$ cat config.mk
export PLATFORM = sky130hd
export DESIGN_NAME = wb_arbiter
export DESIGN_NICKNAME = d
export VERILOG_FILES = /design/src/rtl/cpu_pkg.sv /design/src/rtl/wb_fifo.sv /design/src/rtl/wb_arbiter.sv
export SDC_FILE = /design/constraint.sdc
export NUM_CORES = 1
export LEC_CHECK = 0
export ABC_AREA = 1
export CAP_MARGIN = 20
export CORE_MARGIN = 2
export CORE_UTILIZATION = 39
export DETAILED_ROUTE_END_ITERATION = 7
export GPL_TIMING_DRIVEN = 1
export PLACE_DENSITY = 0.69
export SYNTH_ARGS = -nofsm -noshare
export SYNTH_HDL_FRONTEND = slang
export SYNTH_SLANG_ARGS = --single-unit
$ cat constraint.sdc
create_clock -name clk -period 2.65 [get_ports clk]
set_input_delay 0.53 -clock clk [delete_from_list [all_inputs] [get_ports clk]]
set_output_delay 0.53 -clock clk [all_outputs]
set_load 0.02 [all_outputs]
$ cat src/rtl/cpu_pkg.sv
// cpu_pkg: shared register-file widths and write-back arbiter state type
package cpu_pkg;
  localparam int REG_ADDR_W = 5;
  localparam int DATA_W = 32;
  typedef enum logic {NORMAL, DRAIN} arb_state_e;
endpackage

$ cat src/rtl/wb_fifo.sv
// wb_fifo: load-result queue with per-entry kill bits and live-address match vectors
module wb_fifo import cpu_pkg::*; #(
  parameter int DEPTH = 4,
  localparam int PW = $clog2(DEPTH),
  localparam int CW = PW + 1
) (
  input  logic                  clk,
  input  logic                  reset,
  input  logic                  push_i,
  input  logic [REG_ADDR_W-1:0] push_addr_i,
  input  logic [DATA_W-1:0]     push_data_i,
  input  logic                  pop_i,
  input  logic                  kill_i,
  input  logic [REG_ADDR_W-1:0] kill_addr_i,
  input  logic [REG_ADDR_W-1:0] q_rd1_i,
  input  logic [REG_ADDR_W-1:0] q_rd2_i,
  output logic [CW-1:0]         count_o,
  output logic [REG_ADDR_W-1:0] head_addr_o,
  output logic [DATA_W-1:0]     head_data_o,
  output logic                  head_kill_o,
  output logic [DEPTH-1:0]      match1_o,
  output logic [DEPTH-1:0]      match2_o
);
  logic [REG_ADDR_W-1:0] addr_q [DEPTH];
  logic [DATA_W-1:0]     data_q [DEPTH];
  logic [DEPTH-1:0]      valid_q, valid_d, kill_q, kill_d, kill_hit;
  logic [PW-1:0]         wr_q, rd_q;
  logic [CW-1:0]         count_q;
  for (genvar i = 0; i < DEPTH; i++) begin : g_match
    assign kill_hit[i] = valid_q[i] && addr_q[i] == kill_addr_i;
    assign match1_o[i] = valid_q[i] && !kill_q[i] && addr_q[i] == q_rd1_i;
    assign match2_o[i] = valid_q[i] && !kill_q[i] && addr_q[i] == q_rd2_i;
  end
  // The entry being pushed is younger than the killing ALU result, so push clears its kill bit last
  always_comb begin
    valid_d = valid_q;
    kill_d = kill_i ? kill_q | kill_hit : kill_q;
    if (pop_i) valid_d[rd_q] = 1'b0;
    if (push_i) begin
      valid_d[wr_q] = 1'b1;
      kill_d[wr_q] = 1'b0;
    end
  end
  always_ff @(posedge clk) begin
    if (reset) begin
      valid_q <= '0;
      kill_q <= '0;
      wr_q <= '0;
      rd_q <= '0;
      count_q <= '0;
    end else begin
      valid_q <= valid_d;
      kill_q <= kill_d;
      wr_q <= wr_q + PW'(push_i);
      rd_q <= rd_q + PW'(pop_i);
      count_q <= count_q + CW'(push_i) - CW'(pop_i);
    end
  end
  always_ff @(posedge clk) begin
    if (push_i) begin
      addr_q[wr_q] <= push_addr_i;
      data_q[wr_q] <= push_data_i;
    end
  end
  assign count_o = count_q;
  assign head_addr_o = addr_q[rd_q];
  assign head_data_o = data_q[rd_q];
  assign head_kill_o = kill_q[rd_q];
endmodule

$ cat src/rtl/wb_arbiter.sv
// wb_arbiter: merges ALU and queued load results onto one registered register-file write port
module wb_arbiter import cpu_pkg::*; #(
  parameter int DEPTH = 4,
  parameter int DRAIN_EXIT = 1
) (
  input  logic                  clk,
  input  logic                  reset,
  input  logic                  alu_valid,
  output logic                  alu_ready,
  input  logic [REG_ADDR_W-1:0] alu_addr,
  input  logic [DATA_W-1:0]     alu_data,
  input  logic                  mem_valid,
  output logic                  mem_ready,
  input  logic [REG_ADDR_W-1:0] mem_addr,
  input  logic [DATA_W-1:0]     mem_data,
  output logic                  rf_we,
  output logic [REG_ADDR_W-1:0] rf_waddr,
  output logic [DATA_W-1:0]     rf_wdata,
  input  logic [REG_ADDR_W-1:0] q_rd1,
  input  logic [REG_ADDR_W-1:0] q_rd2,
  output logic                  q_busy1,
  output logic                  q_busy2
);
  localparam int CW = $clog2(DEPTH) + 1;
  arb_state_e            state_q, state_d;
  logic [CW-1:0]         count, cnt_nx;
  logic                  alu_wr, push, pop, head_wr, head_kill;
  logic [REG_ADDR_W-1:0] head_addr;
  logic [DATA_W-1:0]     head_data;
  logic [DEPTH-1:0]      match1, match2;
  logic                  rf_we_q, rf_we_d;
  logic [REG_ADDR_W-1:0] rf_waddr_q, rf_waddr_d;
  logic [DATA_W-1:0]     rf_wdata_q, rf_wdata_d;
  wb_fifo #(.DEPTH(DEPTH)) u_fifo (
    .clk(clk), .reset(reset),
    .push_i(push), .push_addr_i(mem_addr), .push_data_i(mem_data),
    .pop_i(pop), .kill_i(alu_wr), .kill_addr_i(alu_addr),
    .q_rd1_i(q_rd1), .q_rd2_i(q_rd2),
    .count_o(count), .head_addr_o(head_addr), .head_data_o(head_data),
    .head_kill_o(head_kill), .match1_o(match1), .match2_o(match2)
  );
  assign alu_ready = state_q == NORMAL;
  assign mem_ready = count < CW'(DEPTH);
  assign alu_wr = alu_valid && alu_ready && alu_addr != '0;
  assign push = mem_valid && mem_ready && mem_addr != '0;
  // alu_wr never fires in DRAIN, so there the head pops every cycle
  assign pop = count != '0 && (head_kill || !alu_wr);
  assign head_wr = pop && !head_kill;
  always_comb begin
    cnt_nx = count + CW'(push) - CW'(pop);
    state_d = state_q == NORMAL ? (cnt_nx == CW'(DEPTH) ? DRAIN : NORMAL)
                                : (cnt_nx <= CW'(DRAIN_EXIT) ? NORMAL : DRAIN);
    rf_we_d = alu_wr || head_wr;
    rf_waddr_d = alu_wr ? alu_addr : head_wr ? head_addr : rf_waddr_q;
    rf_wdata_d = alu_wr ? alu_data : head_wr ? head_data : rf_wdata_q;
  end
  always_ff @(posedge clk) begin
    if (reset) begin
      state_q <= NORMAL;
      rf_we_q <= 1'b0;
      rf_waddr_q <= '0;
      rf_wdata_q <= '0;
    end else begin
      state_q <= state_d;
      rf_we_q <= rf_we_d;
      rf_waddr_q <= rf_waddr_d;
      rf_wdata_q <= rf_wdata_d;
    end
  end
  assign rf_we = rf_we_q;
  assign rf_waddr = rf_waddr_q;
  assign rf_wdata = rf_wdata_q;
  assign q_busy1 = q_rd1 != '0 && (|match1 || (rf_we_q && rf_waddr_q == q_rd1));
  assign q_busy2 = q_rd2 != '0 && (|match2 || (rf_we_q && rf_waddr_q == q_rd2));
endmodule

==> flow_summary.yaml, run 1 <==
worst_setup_path:
  cp_cell_sequence: "inv_1 > nor2_1 > nor3_1 > nand3_1 > nand2_1 > nor2_1 > nor2_1 > clkbuf_2"
  max_stage_delay_ns: 0.50
  cp_common_cell: "nor2_1"
  start_kind: "register"
  crit_path_max_fanout: 4
  end_kind: "output port"
  required_ns: 2.12
  crit_type: "register to output port"
  cp_slowest_cell: "edfxtp_1"
  arrival_ns: 1.95
finish:
  fin_nets: 1256
  final_common_cell: "nand2_1"
  fin_util: 0.519
  final_layout_size_suffix_gt1_frac: 0.0964
  area_growth_pct: 29.9
  fillers: 2109
  final_cell_mix: "nand2_1 (362), edfxtp_1 (148), clkdlybuf4s50_1 (127)"
grt:
  grtUsageTotal: 0.200
  grt_pass1_vias: 7180
  grt_pass1_wl_microns: 38200
  grt_max_degree: 42
  grt_antenna_before_repair: 1
  grt_overflow: 0
logic_synthesis:
  synthXorXnorAreaFrac: 0.0221
  ys_ff_latch: 202
  syn_inst: 1006
  synth-simple-area-share: 0.266
  avgSynthCellArea_sq_um: 9.05
  seq_area_frac_synth: 0.607
  syn_nets: 1097
  synthAdderAreaFrac: 0.00495
  synth_mux_area_frac: 0
  synth_compound_area_frac: 0.0491
  netlist_area_sq_um: 9110
  synth_cell_types: 33
  yosys_warnings: 0
  synth_top_family_by_area: "simple AND/OR/NAND/NOR gates"
pwr:
  ir_drop_mv: 0.524
  powerDensity_nw_per_um2: 992
  p_sw_frac: 0.353
  p_switching_mw: 4.14
  clkPwrFrac: 0.268
  combPwrFrac: 0.361
  p_int_mw: 7.59
  power_leakage_nw: 4.84
  power_frac_seq: 0.371
  p_total_mw: 11.7
timing:
  worst_slack_ns: 0.170
  hold_viol: 0
  fin_crit_sh: 0.936
  max_freq_mhz: 403
  rsz0062_at_grt: "false"
  setup_viol: 0
  maxSlewViolCount: 0
  slew-limit-headroom: 0.658
  clock_skew_ns: 0.0107
  period_minus_slack_ns: 2.48
  holdWs_ns: 0.480
  worst_pin_slew_ns: 0.513
floorplan:
  ios: 130
  die_w_microns: 157
  coreArea_sq_um: 22800
  die-area_sq_um: 24600
  dieHeight_microns: 157
  rows: 55
  start_util: 0.400
clock_network:
  htree_num_levels: 1
  clockBufferDepth: 3
  cts_sinks: 202
  clock_latency_ns: 0.52
  cts-root-buf: "clkbuf_16"
  cts_buffers: 23
  cts_tree: "done"
  path_clk_slew_ns: 0.06
routing:
  vias: 7234
  routedWlPerCell_microns: 16.3
  drt-initial-drc-count: 500
  wirelength_microns: 24300
  route.antenna.remaining_nets: 0
  drc: 0
  viasPerCell: 4.84
  dr.pass1.iters: 5
placement:
  pre_cts_ws_ns: -0.284
  dpl.hpwl_microns: 16300
  gp_congestion: 0.919
  port_buffers: 129
flow_run:
  drv_cap: 0
worst_hold_path:
  hold_path.class: "register to register"
status:
  outcome: "finished clean"
## synthesized netlist by cell type (all sizes together)
cell type	instances	area, sq um
nand2	367	1410
edfxtp	148	4440
nor2	138	558
nand3	74	375
inv	58	220
o21ai	55	275
dfxtp	54	1080
buf	36	228
a21oi	23	119
xor2	12	105
xnor2	11	96.3
nor3	9	45.0
o22ai	6	37.5
clkbuf	5	18.8
nand4	3	18.8
a22oi	2	15.0
ha	2	25.0
fa	1	20.0
nand3b	1	7.51
or2	1	6.26
## timing repair
action,in CTS,in global routing
hold buffers,0,0
resized for setup,4,4
endpoints found under the setup margin,2,2
buffers inserted,0,0
gates cloned,0,0
pin swaps,0,0
## logic make-up after synthesis
| family | Yosys count |
|---|---|
| AO/OA/AOI/OAI | 86 |
| adder cells (fa/ha/maj) | 3 |
| buffers and inverters | 99 |
| XOR/XNOR | 23 |
| AND/OR/NAND/NOR | 593 |
| flip-flops | 202 |
## path summary, 6_finish.rpt
check	start	end	slack (ns)	cells after the start
worst min register to register	rf_wdata[13]	rf_wdata[13]	0.48	2
worst max-delay path	u_fifo.addr_q[3][0]	q_busy2	0.17	8
worst max register to register	u_fifo.rd_q[0]	state_q	0.29	13
worst min-delay path	rf_wdata[13]	rf_wdata[13]	0.48	2
## layout make-up
cell class,count,area (sq um),area share
Clock inverter,12,125,0.0106
Timing Repair Buffer,175,1800,0.152
Sequential cell,202,5530,0.467
Antenna cell,1,2.50,0.000212
Clock buffer,30,642,0.0543
Multi-Input combinational cell,705,3120,0.264
Tap cell,313,392,0.0331
Inverter,58,220,0.0186
## sequential cells by signal, summed over array words and instances, names as in the netlist
register and flops:
u_fifo.valid_q 4, u_fifo.wr_q 2, rf_we 1, u_fifo.count_o 3
u_fifo.addr_q 20, state_q 1, u_fifo.rd_q 2, u_fifo.kill_q 4
rf_wdata 32, rf_waddr 5, u_fifo.data_q 128
## stage by stage
stage	setup TNS (ns)	area [sq um]	std cells
3_3_place_gp	-0.523	11100	1453
6_report	0	11800	1496
4_1_cts	0	11800	1495
5_1_grt	0	11800	1495
2_1_floorplan	0	9110	1006
3_5_place_dp	-0.601	11100	1453
## per-layer routing
metal  global-route usage  vias up  wire, microns
li1                     -     3618              -
met1                0.263     3330          10900
met2                0.338      241          11300
met3               0.0343       45           1610
met4               0.0642        0            578
met5                    0        -              0
## worst max-delay path, delay by kind of cell, from the launching register on
family	cells	cell delay (ns)
buffers and inverters	2	0.37
DFF	1	0.50
and+or+nand+nor	6	0.57
## power groups by stage
| stage | registers (mW) | logic [mW] | clock network (mW) |
|---|---|---|---|
| 6_report | 4.35 | 4.24 | 3.14 |
| 2_1_floorplan | 4.64 | 2.32 | 0 |
| 3_3_place_gp | 4.40 | 4.20 | 0 |
| 3_5_place_dp | 4.40 | 4.26 | 0 |
| 5_1_grt | 4.40 | 4.74 | 3.34 |
| 4_1_cts | 4.35 | 4.27 | 3.20 |
(Power assumes the default switching activity.)
==> inputs of run 2 (changes only) <==
--- a/config.mk
+++ b/config.mk
@@ -6,12 +6,14 @@
 export NUM_CORES = 1
 export LEC_CHECK = 0
 export ABC_AREA = 1
+export ABC_CLOCK_PERIOD_IN_PS = 2650
 export CAP_MARGIN = 20
 export CORE_MARGIN = 2
 export CORE_UTILIZATION = 39
 export DETAILED_ROUTE_END_ITERATION = 7
 export GPL_TIMING_DRIVEN = 1
 export PLACE_DENSITY = 0.69
+export SKIP_CTS_REPAIR_TIMING = 1
 export SYNTH_ARGS = -nofsm -noshare
 export SYNTH_HDL_FRONTEND = slang
 export SYNTH_SLANG_ARGS = --single-unit
==> results of run 2 <==
The final DEF is identical to that of run 1; final timing and power are the same.
Main changes from that run: overall routing resource usage 0.200 -> 0.201
